File: src/rtl/div_ctrl.sv
// Iterative restoring divider for DIV/DIVU: one quotient bit per clock, MSB first,
// with sign fix-up on completion and a start/ready handshake towards EX.
module div_ctrl #(
    parameter int WIDTH = 32
) (
    input  logic                 clk,
    input  logic                 rst,
    input  logic                 signed_div_i,
    input  logic [WIDTH-1:0]     opdata1_i,
    input  logic [WIDTH-1:0]     opdata2_i,
    input  logic                 start_i,
    input  logic                 annul_i,
    output logic                 busy_o,
    output logic [2*WIDTH-1:0]   result_o,
    output logic                 ready_o
);

    localparam int CW = $clog2(WIDTH) + 1;

    typedef enum logic [1:0] {
        ST_FREE   = 2'd0,
        ST_BYZERO = 2'd1,
        ST_ON     = 2'd2,
        ST_END    = 2'd3
    } state_e;

    function automatic logic [WIDTH-1:0] neg(input logic [WIDTH-1:0] v);
        return ~v + {{(WIDTH-1){1'b0}}, 1'b1};
    endfunction

    state_e               state_q, state_d;
    logic [CW-1:0]        cnt_q, cnt_d;
    logic [WIDTH-1:0]     rem_q, rem_d;
    logic [WIDTH-1:0]     quo_q, quo_d;     // dividend bits shift out, quotient bits shift in
    logic [WIDTH-1:0]     dvsr_q, dvsr_d;
    logic                 sdiv_q, sdiv_d;
    logic                 sgn1_q, sgn1_d;
    logic                 sgn2_q, sgn2_d;
    logic [2*WIDTH-1:0]   result_q, result_d;
    logic                 ready_q, ready_d;

    logic [WIDTH-1:0]     shifted_s;
    logic [WIDTH-1:0]     diff_s;
    logic                 ge_s;
    logic [WIDTH-1:0]     quo_fix_s;
    logic [WIDTH-1:0]     rem_fix_s;

    // Restoring step: the shifted partial remainder is W+1 bits; its top bit is rem_q MSB.
    always_comb begin
        shifted_s = {rem_q[WIDTH-2:0], quo_q[WIDTH-1]};
        diff_s    = shifted_s - dvsr_q;
        ge_s      = rem_q[WIDTH-1] | (shifted_s >= dvsr_q);
        quo_fix_s = (sdiv_q && (sgn1_q ^ sgn2_q)) ? neg(quo_q) : quo_q;
        rem_fix_s = (sdiv_q && sgn1_q) ? neg(rem_q) : rem_q;
    end

    // Next-state and datapath update.
    always_comb begin
        state_d  = state_q;
        cnt_d    = cnt_q;
        rem_d    = rem_q;
        quo_d    = quo_q;
        dvsr_d   = dvsr_q;
        sdiv_d   = sdiv_q;
        sgn1_d   = sgn1_q;
        sgn2_d   = sgn2_q;
        result_d = result_q;
        ready_d  = ready_q;
        case (state_q)
            ST_FREE: begin
                result_d = '0;
                ready_d  = 1'b0;
                if (start_i && !annul_i) begin
                    if (opdata2_i == '0) begin
                        state_d = ST_BYZERO;
                    end else begin
                        state_d = ST_ON;
                        cnt_d   = '0;
                        rem_d   = '0;
                        quo_d   = (signed_div_i && opdata1_i[WIDTH-1]) ? neg(opdata1_i) : opdata1_i;
                        dvsr_d  = (signed_div_i && opdata2_i[WIDTH-1]) ? neg(opdata2_i) : opdata2_i;
                        sdiv_d  = signed_div_i;
                        sgn1_d  = opdata1_i[WIDTH-1];
                        sgn2_d  = opdata2_i[WIDTH-1];
                    end
                end else begin
                    state_d = ST_FREE;
                end
            end
            ST_BYZERO: begin
                state_d  = ST_END;
                result_d = '0;
                ready_d  = 1'b1;
            end
            ST_ON: begin
                if (annul_i) begin
                    state_d  = ST_FREE;
                    result_d = '0;
                    ready_d  = 1'b0;
                end else if (cnt_q != CW'(WIDTH)) begin
                    if (ge_s) begin
                        rem_d = diff_s;
                        quo_d = {quo_q[WIDTH-2:0], 1'b1};
                    end else begin
                        rem_d = shifted_s;
                        quo_d = {quo_q[WIDTH-2:0], 1'b0};
                    end
                    cnt_d = cnt_q + CW'(1);
                end else begin
                    state_d  = ST_END;
                    result_d = {rem_fix_s, quo_fix_s};
                    ready_d  = 1'b1;
                end
            end
            ST_END: begin
                if (!start_i) begin
                    state_d  = ST_FREE;
                    result_d = '0;
                    ready_d  = 1'b0;
                end else begin
                    state_d = ST_END;
                end
            end
            default: begin
                state_d  = ST_FREE;
                result_d = '0;
                ready_d  = 1'b0;
            end
        endcase
    end

    // State and datapath registers.
    always_ff @(posedge clk or negedge rst) begin
        if (!rst) begin
            state_q  <= ST_FREE;
            cnt_q    <= '0;
            rem_q    <= '0;
            quo_q    <= '0;
            dvsr_q   <= '0;
            sdiv_q   <= 1'b0;
            sgn1_q   <= 1'b0;
            sgn2_q   <= 1'b0;
            result_q <= '0;
            ready_q  <= 1'b0;
        end else begin
            state_q  <= state_d;
            cnt_q    <= cnt_d;
            rem_q    <= rem_d;
            quo_q    <= quo_d;
            dvsr_q   <= dvsr_d;
            sdiv_q   <= sdiv_d;
            sgn1_q   <= sgn1_d;
            sgn2_q   <= sgn2_d;
            result_q <= result_d;
            ready_q  <= ready_d;
        end
    end

    assign busy_o   = (state_q == ST_BYZERO) || (state_q == ST_ON);
    assign result_o = result_q;
    assign ready_o  = ready_q;

endmodule
File: config.mk
export PLATFORM = sky130hd
export DESIGN_NAME = div_ctrl
export DESIGN_NICKNAME = d
export VERILOG_FILES = /design/src/rtl/div_ctrl.sv
export SDC_FILE = /design/constraint.sdc
export NUM_CORES = 1
export LEC_CHECK = 0
export ABC_AREA = 1
export ABC_CLOCK_PERIOD_IN_PS = 2150
export CORE_UTILIZATION = 35
export CTS_CLUSTER_DIAMETER = 40
export CTS_CLUSTER_SIZE = 28
export DETAILED_ROUTE_END_ITERATION = 7
export GPL_ROUTABILITY_DRIVEN = 1
export GPL_TIMING_DRIVEN = 0
export PLACE_DENSITY_LB_ADDON = 0.05
export REMOVE_ABC_BUFFERS = 1
export SYNTH_ARGS = -nofsm -noshare
export SYNTH_HDL_FRONTEND = slang
export SYNTH_SLANG_ARGS = --single-unit
export TNS_END_PERCENT = 10
File: constraint.sdc
create_clock -name clk -period 2.15 [get_ports clk]
set_clock_uncertainty 0.1 [all_clocks]
set_input_delay 0.43 -clock clk [delete_from_list [all_inputs] [get_ports clk]]
set_output_delay 0.43 -clock clk [all_outputs]
set_load 0.02 [all_outputs]
==> run_results.csv <==
group,metric,value,unit
clock_network,clk_path_buf_depth,2,
layout,syn_to_final_growth,34.7,%
sta,slew_viol_final,0,
grt,grt_max_degree,101,
die,start_util,35.8,%
sta,max_freq,441,MHz
power,ir_drop,0.000508,V
logic_synthesis,synth_commonest_cells,"nand2_1 (739), inv_1 (292), nand3_1 (190)",
grt,grt_pass1_vias,13700,
logic_synthesis,synth_cells,2080,
power,p_sw,6.93,mW
clock_network,clkSlewWorstSetupHoldPaths,0.08,ns
power,seqPwrFrac,30.2,%
worst_hold_path,hold_class,"primary input to flop",
grt,antenna_found_initial,0,
logic_synthesis,yosysTopAreaCell,"dfrtp_1",
run_status,outcome,"finished, violations left",
clock_network,clock_sinks,172,
job,cap_violations,0,
power,power.leakage,8.80,nW
route,dr_total_vias,14000,
sta,slew-limit-headroom,56.0,%
sta,rsz0062_at_grt,"true",
sta,finalSetupTns,-2.67,ns
sta,fin_crit_sh,106,%
logic_synthesis,synth_area_leaders,"dfrtp_1 (33%), nand2_1 (21%), inv_1 (8.3%)",
logic_synthesis,synth.yosys.seq_area_share,32.6,%
power,p_total,15.0,mW
place,portBuffers,134,
worst_setup_path,cp-end-kind,"flop",
logic_synthesis,synthArstFlopShare,100,%
layout,final_cells,2795,
die,die_w,196,µm
place,dp_cells,2661,
place,dp_slack,-2.52,ns
clock_network,clkLatencyLatePin,0.46,ns
logic_synthesis,synth_edf_count,0,
route,drc,0,
die,core_area,36900,µm²
worst_setup_path,critPathArrivalTime,2.51,ns
worst_hold_path,holdPathStages,3,
power,power_frac_comb,48.8,%
logic_synthesis,ys.flop_type,"dfrtp_1",
clock_network,h-tree-depth,4,
layout,nets,2390,
route,vias_per_cell,5.02,
logic_synthesis,syn-cell-area,13200,µm²
clock_network,root_buffer,"clkbuf_16",
grt,grt_use_total,26.7,%
route,initialDrtViolationCount,847,
place,dp_hpwl,32300,µm
place,place_area,14900,µm²
route,wl_per_cell,17.8,µm
run_status,violations,"setup timing",
power,power.internal,8.05,mW
sta,setup_slack,-0.120,ns
route,dr.pass1.iters,6,
sta,tightest_slew,0.660,ns
die,die_area,38500,µm²
die,die_h,196,µm
place,gp_congestion,0.918,
power,pwr_density_cell,843,nW/µm²
layout,final_area,17800,µm²
route,antenna_left,0,
sta,hold_violations,0,
sta,fin_crit,2.27,ns
route,routed_wirelength,49900,µm
die,ios,135,
power,switching_share,46.3,%
worst_setup_path,required,2.40,ns
logic_synthesis,synth.most_common_cell,"nand2_1",
worst_setup_path,crit_type,"flop to flop",
worst_setup_path,rr_worst_depth,13,
layout,num_antenna_cells,0,
grt,grt_pass1_wl,78500,µm
grt,grt-ovfl-total,0,
layout,drive_gt1_share,15.6,%
logic_synthesis,synth_top_area_share,32.6,%
logic_synthesis,synthDistinctLibCells,46,
die,rows,70,
logic_synthesis,ys_ff_latch,172,
worst_setup_path,startpoint_type,"flop",
clock_network,cts_tree,"built",
logic_synthesis,avgSynthCellArea,6.35,µm²
sta,setup_viol,33,
clock_network,numCtsBuffers,17,
worst_setup_path,crit_path_max_fanout,5,
power,clock_power_share,21.0,%
logic_synthesis,synth_warnings,0,
[placed cells by master (no fill, tap or decap), types with 4 or more instances in the layout]
master / n
clkbuf_16: 17
a21oi_4: 9
a22o_1: 4
inv_2: 23
o31ai_1: 6
nand3_1: 166
nand2_4: 17
xnor2_1: 23
a31oi_1: 5
nor2_1: 138
nand4_1: 25
o211ai_1: 14
ha_4: 28
dfrtp_1: 149
clkdlybuf4s50_1: 127
nor2_4: 25
nand3_4: 7
ha_1: 12
dfrtp_2: 23
nand2_2: 29
o21ai_1: 45
or2_2: 4
inv_8: 4
inv_1: 265
buf_4: 57
nand2_1: 699
buf_12: 11
a21oi_1: 48
o21ai_0: 108
xor2_1: 42
and2_1: 6
nand2_8: 13
nor3_1: 20
buf_6: 8
clkinvlp_4: 10
nand3b_1: 10
nand3_2: 19
nor2_2: 18
[cell type report]
cell class | count | area [µm²]
Clock buffer | 17 | 425
Clock inverter | 15 | 151
Fill cell | 3730 | 19100
Inverter | 296 | 1180
Multi-Input combinational cell | 1572 | 8830
Sequential cell | 172 | 4330
Tap cell | 504 | 631
Timing Repair Buffer | 215 | 2190
Timing Repair inverter | 4 | 36.3
[cell families after synthesis]
logic type      Yosys count  synth area share [%]
buf+inv                 355                  10.7
simple gates           1195                  37.8
flops                   172                  32.6
fa+ha+maj                43                  4.13
compound gates          250                  10.4
xor+xnor                 65                  4.31
[power by group through the flow]
stage	Combinational [mW]	Sequential [mW]	Clock [mW]
3_3_place_gp	5.71	4.52	0
2_1_floorplan	3.74	4.51	0
4_1_cts	7.04	4.50	3.23
6_report	7.32	4.52	3.15
5_1_grt	8.08	4.62	3.35
3_5_place_dp	5.78	4.52	0
[critical path: stages (launching register included)]
cell and delay [ns]:
dfrtp_2 0.44, ha_4 0.29, inv_1 0.09, nor3_4 0.26
nand2_1 0.10, nand3b_1 0.11, buf_6 0.11, nor2_4 0.03
buf_12 0.14, buf_12 0.13, nand2_8 0.13, nand3_4 0.09
nand2_1 0.07, nand2_1 0.04
[final timing paths]
kind | slack, ns | start | end
hold reg to reg | 0.38 | result_o[61]$_DFFE_PN0P_ | result_o[61]$_DFFE_PN0P_
setup / recovery | -0.12 | rem_q[29]$_DFFE_PN0P_ | rem_q[29]$_DFFE_PN0P_
max in group asynchronous | 0.56 | rst | rem_q[7]$_DFFE_PN0P_
hold / removal | 0.26 | opdata1_i[31] | sgn1_q$_DFFE_PN0P_
min in group asynchronous | 0.42 | rst | dvsr_q[29]$_DFFE_PN0P_
setup reg to reg | -0.12 | rem_q[29]$_DFFE_PN0P_ | rem_q[29]$_DFFE_PN0P_
[stage by stage]
step,util (%),hold WS (ns)
after floorplan,-,0.0344
after global placement,40.3,0.362
after detailed placement,40.5,0.335
after CTS,47.1,0.386
after global routing,48.2,0.241
final,48.2,0.259
[sequential cells by signal, indices dropped and copies added (netlist names)]
| name | cells |
|---|---|
| sdiv_q | 1 |
| quo_q | 32 |
| sgn1_q | 1 |
| rem_q | 32 |
| state_q | 2 |
| ready_o | 1 |
| result_o | 64 |
| dvsr_q | 32 |
| sgn2_q | 1 |
| cnt_q | 6 |
[what timing repair did]
item,in CTS,in global routing
pin swaps,48,34
setup buffers,69,8
endpoints found under the hold margin,72,0
endpoints found under the setup margin,170,154
hold buffers,1,0
gates cloned,24,0
gates resized for setup,210,121
[per-layer routing]
metal	GRT usage, %	routed length [µm]	vias to the layer above	part of all wire, %
li1	-	-	7030	-
met5	0	0	-	0
met4	7.78	1190	0	2.4
met3	3.70	1880	49	3.8
met2	47.0	24500	322	49
met1	33.8	22300	6622	45
(Power assumes the default switching activity.)
